File: config.mk
export PLATFORM = sky130hd
export DESIGN_NAME = crc32_check
export DESIGN_NICKNAME = d
export VERILOG_FILES = /design/src/rtl/crc32_check.sv
export SDC_FILE = /design/constraint.sdc
export NUM_CORES = 1
export LEC_CHECK = 0
export ABC_AREA = 0
export BUFFER_PORTS_ARGS = -buffer_cell sky130_fd_sc_hd__buf_2
export CAP_MARGIN = 10
export CORE_MARGIN = 8
export CORE_UTILIZATION = 52
export CTS_CLUSTER_DIAMETER = 30
export DETAILED_ROUTE_END_ITERATION = 8
export PLACE_DENSITY_LB_ADDON = 0.25
export SYNTH_ARGS = -nofsm -noshare
export SYNTH_HDL_FRONTEND = slang
export SYNTH_SLANG_ARGS = --single-unit
File: constraint.sdc
create_clock -name clk_i -period 1.73 [get_ports clk_i]
set_clock_uncertainty 0.15 [all_clocks]
set_input_delay 0.346 -clock clk_i [delete_from_list [all_inputs] [get_ports clk_i]]
set_output_delay 0.346 -clock clk_i [all_outputs]
set_load 0.005 [all_outputs]
File: src/rtl/crc32_check.sv
// crc32_check -- word-oriented CRC-32 frame checker, one bit per clock.
//
// Each payload word is shifted MSB-first through the CRC register over 32
// cycles. The word flagged with last_i carries the received CRC; one cycle
// after it is accepted the block pulses done_o and reports the computed CRC
// and whether it matches. The result is held until the next report or clear.
//
// Ports
//   clk_i    in   1  clock, rising edge
//   rst_i    in   1  asynchronous reset, active low
//   data_i   in  32  payload word, or received CRC when last_i=1
//   valid_i  in   1  data_i/last_i valid
//   last_i   in   1  current word is the received CRC and closes the frame
//   clear_i  in   1  synchronous abort of the current frame
//   ready_o  out  1  a word can be accepted this cycle (registered)
//   done_o   out  1  one-cycle pulse, check result valid
//   match_o  out  1  received CRC equals computed CRC
//   crc_o    out 32  computed final CRC of the last frame
//
// state  | meaning
// IDLE   | waiting for a word, ready_o=1
// SHIFT  | consuming the latched payload word, one bit per cycle
// REPORT | comparing the received CRC, done_o pulse

module crc32_check #(
  parameter logic [31:0] POLY   = 32'h04C11DB7,
  parameter logic [31:0] INIT   = 32'hFFFFFFFF,
  parameter logic [31:0] XOROUT = 32'hFFFFFFFF
) (
  input  logic        clk_i,
  input  logic        rst_i,
  input  logic [31:0] data_i,
  input  logic        valid_i,
  input  logic        last_i,
  input  logic        clear_i,
  output logic        ready_o,
  output logic        done_o,
  output logic        match_o,
  output logic [31:0] crc_o
);

  localparam logic [1:0] IDLE   = 2'd0;
  localparam logic [1:0] SHIFT  = 2'd1;
  localparam logic [1:0] REPORT = 2'd2;

  logic [1:0]  state_q, state_d;
  logic [31:0] crc_q, crc_d;
  logic [31:0] sr_q, sr_d;
  logic [4:0]  cnt_q, cnt_d;
  logic        ready_q, ready_d;
  logic        match_q, match_d;
  logic [31:0] crc_out_q, crc_out_d;

  logic        accept;
  logic        report;
  logic        fb;
  logic [31:0] crc_final;
  logic        crc_equal;

  always_comb begin
    state_d   = state_q;
    crc_d     = crc_q;
    sr_d      = sr_q;
    cnt_d     = cnt_q;
    match_d   = match_q;
    crc_out_d = crc_out_q;

    accept    = valid_i & ready_q & ~clear_i;
    report    = (state_q == REPORT) & ~clear_i;
    crc_final = crc_q ^ XOROUT;
    // In REPORT the shift register holds the received CRC word.
    crc_equal = (sr_q == crc_final);
    fb        = crc_q[31] ^ sr_q[31];

    if (clear_i) begin
      state_d   = IDLE;
      crc_d     = INIT;
      sr_d      = '0;
      cnt_d     = '0;
      match_d   = 1'b0;
      crc_out_d = '0;
    end else begin
      case (state_q)
        IDLE: begin
          if (accept) begin
            sr_d    = data_i;
            cnt_d   = '0;
            state_d = last_i ? REPORT : SHIFT;
          end
        end
        SHIFT: begin
          crc_d = {crc_q[30:0], 1'b0} ^ (fb ? POLY : 32'h0);
          sr_d  = {sr_q[30:0], 1'b0};
          cnt_d = cnt_q + 5'd1;
          if (cnt_q == 5'd31) begin
            state_d = IDLE;
          end
        end
        REPORT: begin
          match_d   = crc_equal;
          crc_out_d = crc_final;
          crc_d     = INIT;
          state_d   = IDLE;
        end
        default: begin
          state_d = IDLE;
        end
      endcase
    end

    ready_d = (state_d == IDLE);
  end

  always_ff @(posedge clk_i or negedge rst_i) begin
    if (!rst_i) begin
      state_q   <= IDLE;
      crc_q     <= INIT;
      sr_q      <= '0;
      cnt_q     <= '0;
      ready_q   <= 1'b0;
      match_q   <= 1'b0;
      crc_out_q <= '0;
    end else begin
      state_q   <= state_d;
      crc_q     <= crc_d;
      sr_q      <= sr_d;
      cnt_q     <= cnt_d;
      ready_q   <= ready_d;
      match_q   <= match_d;
      crc_out_q <= crc_out_d;
    end
  end

  // The result is visible during the REPORT cycle itself and held afterwards.
  assign ready_o = ready_q;
  assign done_o  = report;
  assign match_o = report ? crc_equal : match_q;
  assign crc_o   = report ? crc_final : crc_out_q;

endmodule

==> impl_results.md, run 1 <==
- Status: complete, but fails checks
- Failing checks: negative setup slack
- First-pass GRT wire length: 24.8 mm
- Cts bufs inserted: 9
- Clk Latency, worst-skew pair: 0.39 ns
- Dpl hpwl: 9.80 mm
- Synth top area cells: dfrtp_1 35%, dfstp_2 16%, nand2_1 7.8%
- Critical path fanouts, max: 2
- Routed Antenna Nets: 0
- Largest stage delay, worst path: 0.57 ns
- Routed WL per cell: 19.6 µm
- Required @ worst endpoint: 1.23 ns
- Peak supply drop: 0.000471 V
- Most frequent cell on the critical path: nand4_1
- Max-cap viol count: 0
- DRC Markers: 0
- Netlist Area Pre-Place: 0.00524 mm²
- Hold crit path type: primary input to flop
- Initial antenna violation count: 0
- Power Density: 834 mW/mm²
- GRT overflow: 0
- Fillers: 684
- Max Clock Freq: 412 MHz
- Syn nets: 584
- Final Worst Setup Slack: -0.697 ns
- Final core occ: 0.744
- Synthesized area per cell: 9.61 µm²
- Largest net degree at the start of global routing: 58
- Core Area: 0.00977 mm²
- Register area: 0.00267 mm²
- Most frequent cell after synthesis: nand2_1
- Arr. time, crit path: 1.93 ns
- Die width: 116 µm
- Nets: 735
- Share of the synthesized area in the top cell type: 0.349
- Max-slew violation count: 0
- WS Path Type: flop to primary output
- Vias in the first global route: 4,704
- Vias post-DR: 4,777
- Row cnt: 36
- EDFF count, synth: 0
- Clk sink count: 105
- Synth Instances: 545
- CP cell instances: xor2_2 -> nand4_1 -> nor4_2 -> nand4_1 -> nand2_1 -> buf_2
- Worst-Margin Slew: 0.661 ns
- Hold_ws: 0.0494 ns
- Die H: 116 µm
- Cell variety after synth: 36
- CTS tree: yes
- CTS Root Buffer Type: clkbuf_8
- Yosys top cell by area: dfrtp_1
- Reg clk slew, reported paths: 0.10 ns
- Non-Filler Instances: 834
- Syn. warnings: 0
- RSZ-0062 raised after global routing: true
- Seq/Total Area, Yosys: 0.510
- Final hold viol count: 0
- Routed vias/inst: 5.73
- Die area: 0.0135 mm²
- Area of the multi-input gates: 0.00266 mm²
- Overall routing resource usage: 0.240
- Layout cell share with drive strength beyond 1: 0.428
- Leak: 3.49 nW
- Worst Setup Start Kind: flop
- Slowest cell on the critical path: dfstp_2
- Synth Flop Type: dfrtp_1
- Starting Density: 0.536
- CP Capture Type: primary output
- I/O pin cnt: 72
- PortBufs: 71
- N_diodes: 0
- Rel. slew slack: 0.559
- Tcrit/Tclk final: 1.40
- Clk buf depth: 2
- Ys async rst share: 1.00
- P&R area growth vs syn: 38.9%
- Most frequent cells after synthesis: 109 x nand2_1, 73 x dfrtp_1, 64 x o21ai_0
- Placed insts: 792
- Final min period: 2.43 ns
- FF+latch count, synth: 105
- Htree depth: 3
- Flop-to-flop setup slack: -0.03 ns
- First drt pass iteration count: 5
- Setup Viol. Count Final: 35
- Initial DRC Count: 317
- Detailed Route WL: 16.3 mm
- GP Congestion: 0.844
through the flow:
stage / setup TNS [ns] / total power [W] / setup slack (ns) / cell area, µm²
after floorplan: -0.0170 / 0.00359 / -0.0170 / 5240
after global placement: -3.14 / 0.00414 / -0.279 / 6290
after detailed placement: -3.37 / 0.00417 / -0.295 / 6290
final: -13.94 / 0.00606 / -0.697 / 7270
after global routing: -15.83 / 0.00632 / -0.803 / 7270
after CTS: -13.79 / 0.00595 / -0.683 / 6960
cell families after synthesis:
kind of cell	after synthesis	synth area share
fa+ha+maj	2	0.00478
xor+xnor	47	0.0822
simple gates	199	0.167
compound gates	117	0.132
mux	32	0.0612
flops	105	0.510
buf+inv	43	0.0428
routing by layer:
layer,vias to the layer above,track usage,wire length [µm]
li1,2170,-,-
met1,2361,0.313,6730
met2,213,0.378,7980
met3,33,0.0460,1220
met4,0,0.111,407
met5,-,0,0
final timing paths:
| path | cells after the start | endpoint | startpoint |
|---|---|---|---|
| min | 3 | state_q[1] | last_i |
| max in group asynchronous | 3 | crc_q[22] | rst_i |
| max reg2reg | 6 | match_q | crc_q[3] |
| min in group asynchronous | 2 | crc_out_q[11] | rst_i |
| min reg2reg | 2 | crc_out_q[6] | crc_out_q[6] |
| max | 6 | match_o | crc_q[3] |
cell type report:
type | count | area share
well taps | 133 | 0.0229
clock inverters | 5 | 0.0108
clock buffers | 11 | 0.0194
repair buffers | 181 | 0.212
inverters | 2 | 0.00172
multi-input cells | 397 | 0.366
flip-flops and latches | 105 | 0.367
critical path, delay by kind of cell, from the launching register on:
kind / cells / cell delay, ns
simple gates: 4 / 0.72
flops: 1 / 0.57
xor+xnor: 1 / 0.14
buf+inv: 1 / 0.11
cell usage in the layout (no fill, tap or decap), drive strengths merged, types with 4 or more instances in the layout:
master	n
buf	176
nand2	110
dfrtp	73
o21ai	64
nor2	36
mux2i	32
dfstp	32
a211oi	31
xor2	25
nand3	23
xnor2	22
nand2b	14
clkbuf	14
o22ai	13
nand4	7
a21oi	6
clkinv	4
nor4	4
sequential cells by signal, summed over array words and instances (netlist names):
register,flops
state_q,2
crc_out_q,32
crc_q,32
match_q,1
cnt_q,5
ready_o,1
sr_q,32
report_power, final:
part | switching (W) | leakage [nW] | internal [W] | total [W]
combinational | 0.000767 | 2.05 | 0.000738 | 0.00151
clock | 0.000878 | 0.113 | 0.000854 | 0.00173
sequential | 0.000165 | 1.33 | 0.00266 | 0.00283
total | 0.00181 | 3.49 | 0.00425 | 0.00606
what timing repair did:
| item | 4_1_cts | 5_1_grt |
|---|---|---|
| hold buffers | 1 | 0 |
| buffers inserted | 6 | 11 |
| pin swaps | 7 | 14 |
| gates resized for setup | 78 | 63 |
| endpoints found under the setup margin | 48 | 85 |
| endpoints found under the hold margin | 25 | 0 |
| gates cloned | 9 | 3 |
Power figures use the tool's default switching activity.
==> run 2, diff against run 1 <==
- CORE_ASPECT_RATIO: unset -> 0.6
- GPL_TIMING_DRIVEN: unset -> 0
==> impl_results.md, run 2 (same netlist as run 1, synthesis figures left out) <==
- Final min period: 2.50 ns (was 2.43 ns)
- Top Registers: crc_out_q: 32 flops, crc_q: 32 flops, sr_q: 32 flops (unchanged)
- Rel. slew slack: 0.645 (was 0.559)
- Die width: 146 µm (was 116 µm)
- Cts bufs inserted: 9 (unchanged)
- RSZ-0062 raised after global routing: true (unchanged)
- Starting Density: 0.534 (was 0.536)
- Required @ worst endpoint: 1.23 ns (about the same)
- Routed WL per cell: 19.1 µm (was 19.6 µm)
- Arr. time, crit path: 2.00 ns (was 1.93 ns)
- Die H: 93.7 µm (was 116 µm)
- WS Path Type: flop to primary output (unchanged)
- DRC Markers: 0 (unchanged)
- Fillers: 742 (was 684)
- Worst Setup Start Kind: flop (unchanged)
- I/O pin cnt: 72 (unchanged)
- Failing checks: negative setup slack (unchanged)
- Max-slew violation count: 0 (unchanged)
- Core Area: 0.00981 mm² (was 0.00977 mm²)
- Clk buf depth: 2 (unchanged)
- Reg clk slew, reported paths: 0.07 ns (was 0.10 ns)
- CP Capture Type: primary output (unchanged)
- Status: complete, but fails checks (unchanged)
- Vias in the first global route: 4,464 (was 4,704)
- Worst-Margin Slew: 0.532 ns (was 0.661 ns)
- First-pass GRT wire length: 24.4 mm (was 24.8 mm)
- Tcrit/Tclk final: 1.44 (was 1.40)
- Die area: 0.0136 mm² (was 0.0135 mm²)
- N_diodes: 0 (unchanged)
- Setup Viol. Count Final: 35 (unchanged)
- Leak: 3.19 nW (was 3.49 nW)
- Routed Antenna Nets: 0 (unchanged)
- Fin Setup TNS: -11.66 ns (was -13.94 ns)
- Hold_ws: 0.0788 ns (was 0.0494 ns)
- Final Worst Setup Slack: -0.769 ns (was -0.697 ns)
- Max Clock Freq: 400 MHz (was 412 MHz)
- Critical path fanouts, max: 5 (was 2)
- Most frequent cells in the layout: 86 x nand2_1, 75 x buf_2, 72 x dfrtp_1 (was 83 x nand2_1, 82 x buf_4, 72 x dfrtp_1)
- Clk sink count: 105 (unchanged)
- Overall routing resource usage: 0.228 (was 0.240)
- Nets: 701 (was 735)
- Hold crit path type: primary input to flop (unchanged)
- Vias post-DR: 4,575 (was 4,777)
- CTS Root Buffer Type: clkbuf_16 (was clkbuf_8)
- Routed vias/inst: 5.70 (was 5.73)
- Placed insts: 751 (was 792)
- Largest net degree at the start of global routing: 71 (was 58)
- P&R area growth vs syn: 30.4% (was 38.9%)
- Layout cell share with drive strength beyond 1: 0.384 (was 0.428)
- CTS tree: yes (unchanged)
- PortBufs: 70 (was 71)
- Htree depth: 3 (unchanged)
- Row cnt: 28 (was 36)
- First drt pass iteration count: 4 (was 5)
- Clk Latency, worst-skew pair: 0.36 ns (was 0.39 ns)
- Initial DRC Count: 324 (was 317)
- Non-Filler Instances: 802 (was 834)
- GP Congestion: 0.972 (was 0.844)
- Final core occ: 0.696 (was 0.744)
- Power Density: 904 mW/mm² (was 834 mW/mm²)
- Detailed Route WL: 15.3 mm (was 16.3 mm)
- Peak supply drop: 0.000580 V (was 0.000471 V)
- Initial antenna violation count: 0 (unchanged)
- Final hold viol count: 0 (unchanged)
- Max-cap viol count: 0 (unchanged)
- Dpl hpwl: 10.6 mm (was 9.80 mm)
- GRT overflow: 0 (unchanged)
- Commonest non-fill, non-tap cell in the layout: nand2_1 (unchanged)
[run 2: cell types whose count changed in the layout (fill, tap and decap cells not counted), moves of 7 or more]
| cell | delta |
|---|---|
| buf_12 | -11 |
| buf_4 | -51 |
| buf_6 | +9 |
| clkbuf_1 | +7 |
| clkbuf_16 | +7 |
| clkbuf_8 | -8 |
[run 2: final timing paths]
kind	endpoint	from	slack, ns	cells past startpoint
setup / recovery	match_o	crc_q[18]	-0.77	6
hold / removal	state_q[1]	last_i	0.08	3
setup reg to reg	match_q	crc_q[18]	-0.07	6
hold reg to reg	crc_out_q[0]	crc_out_q[0]	0.34	2
max in group asynchronous	crc_q[21]	rst_i	0.34	3
min in group asynchronous	ready_o	rst_i	0.34	2
[run 2: what timing repair did]
item | CTS | global route
setup endpoints to repair | 36 | 114
pin swaps | 22 | 7
gates resized for setup | 103 | 81
gates cloned | 5 | 0
setup buffers | 25 | 6
hold buffers | 1 | 0
endpoints found under the hold margin | 29 | 0
[run 2: layout make-up]
type	instances	area [µm²]	share of cell area
inverters	2	10.0	0.00147
clock buffers	12	256	0.0376
plain buffers	41	367	0.0537
repair buffers	105	668	0.0979
multi-input cells	398	2660	0.389
clock inverters	4	32.5	0.00477
flip-flops and latches	105	2670	0.391
well taps	135	169	0.0247
[run 2: where the power goes]
part           internal, W  switching (W)
logic             0.000589       0.000677
clock network      0.00107       0.000938
registers          0.00267       0.000227
[run 2: stage by stage]
step	setup WS (ns)	instance area, µm²	total power [W]
global route	-0.833	6830	0.00641
floorplan	-0.0170	5240	0.00359
detailed placement	-0.459	5790	0.00396
CTS	-0.741	6580	0.00610
global placement	-0.964	5760	0.00391
finish	-0.769	6830	0.00617
[run 2: metal layers]
layer | wire length, µm | vias to the layer above | GRT usage
met5 | 0 | - | 0
met4 | 149 | 0 | 0.0525
li1 | - | 2114 | -
met1 | 7490 | 2258 | 0.329
met3 | 1440 | 16 | 0.0760
met2 | 6210 | 187 | 0.324
[run 2: critical path, cell delays in order, from the launching register on]
cell and delay [ns]:
dfstp_2 0.61, xor2_1 0.15, nand3_1 0.09, nor4_2 0.29, nand4_1 0.21, nand2_1 0.15, buf_2 0.13
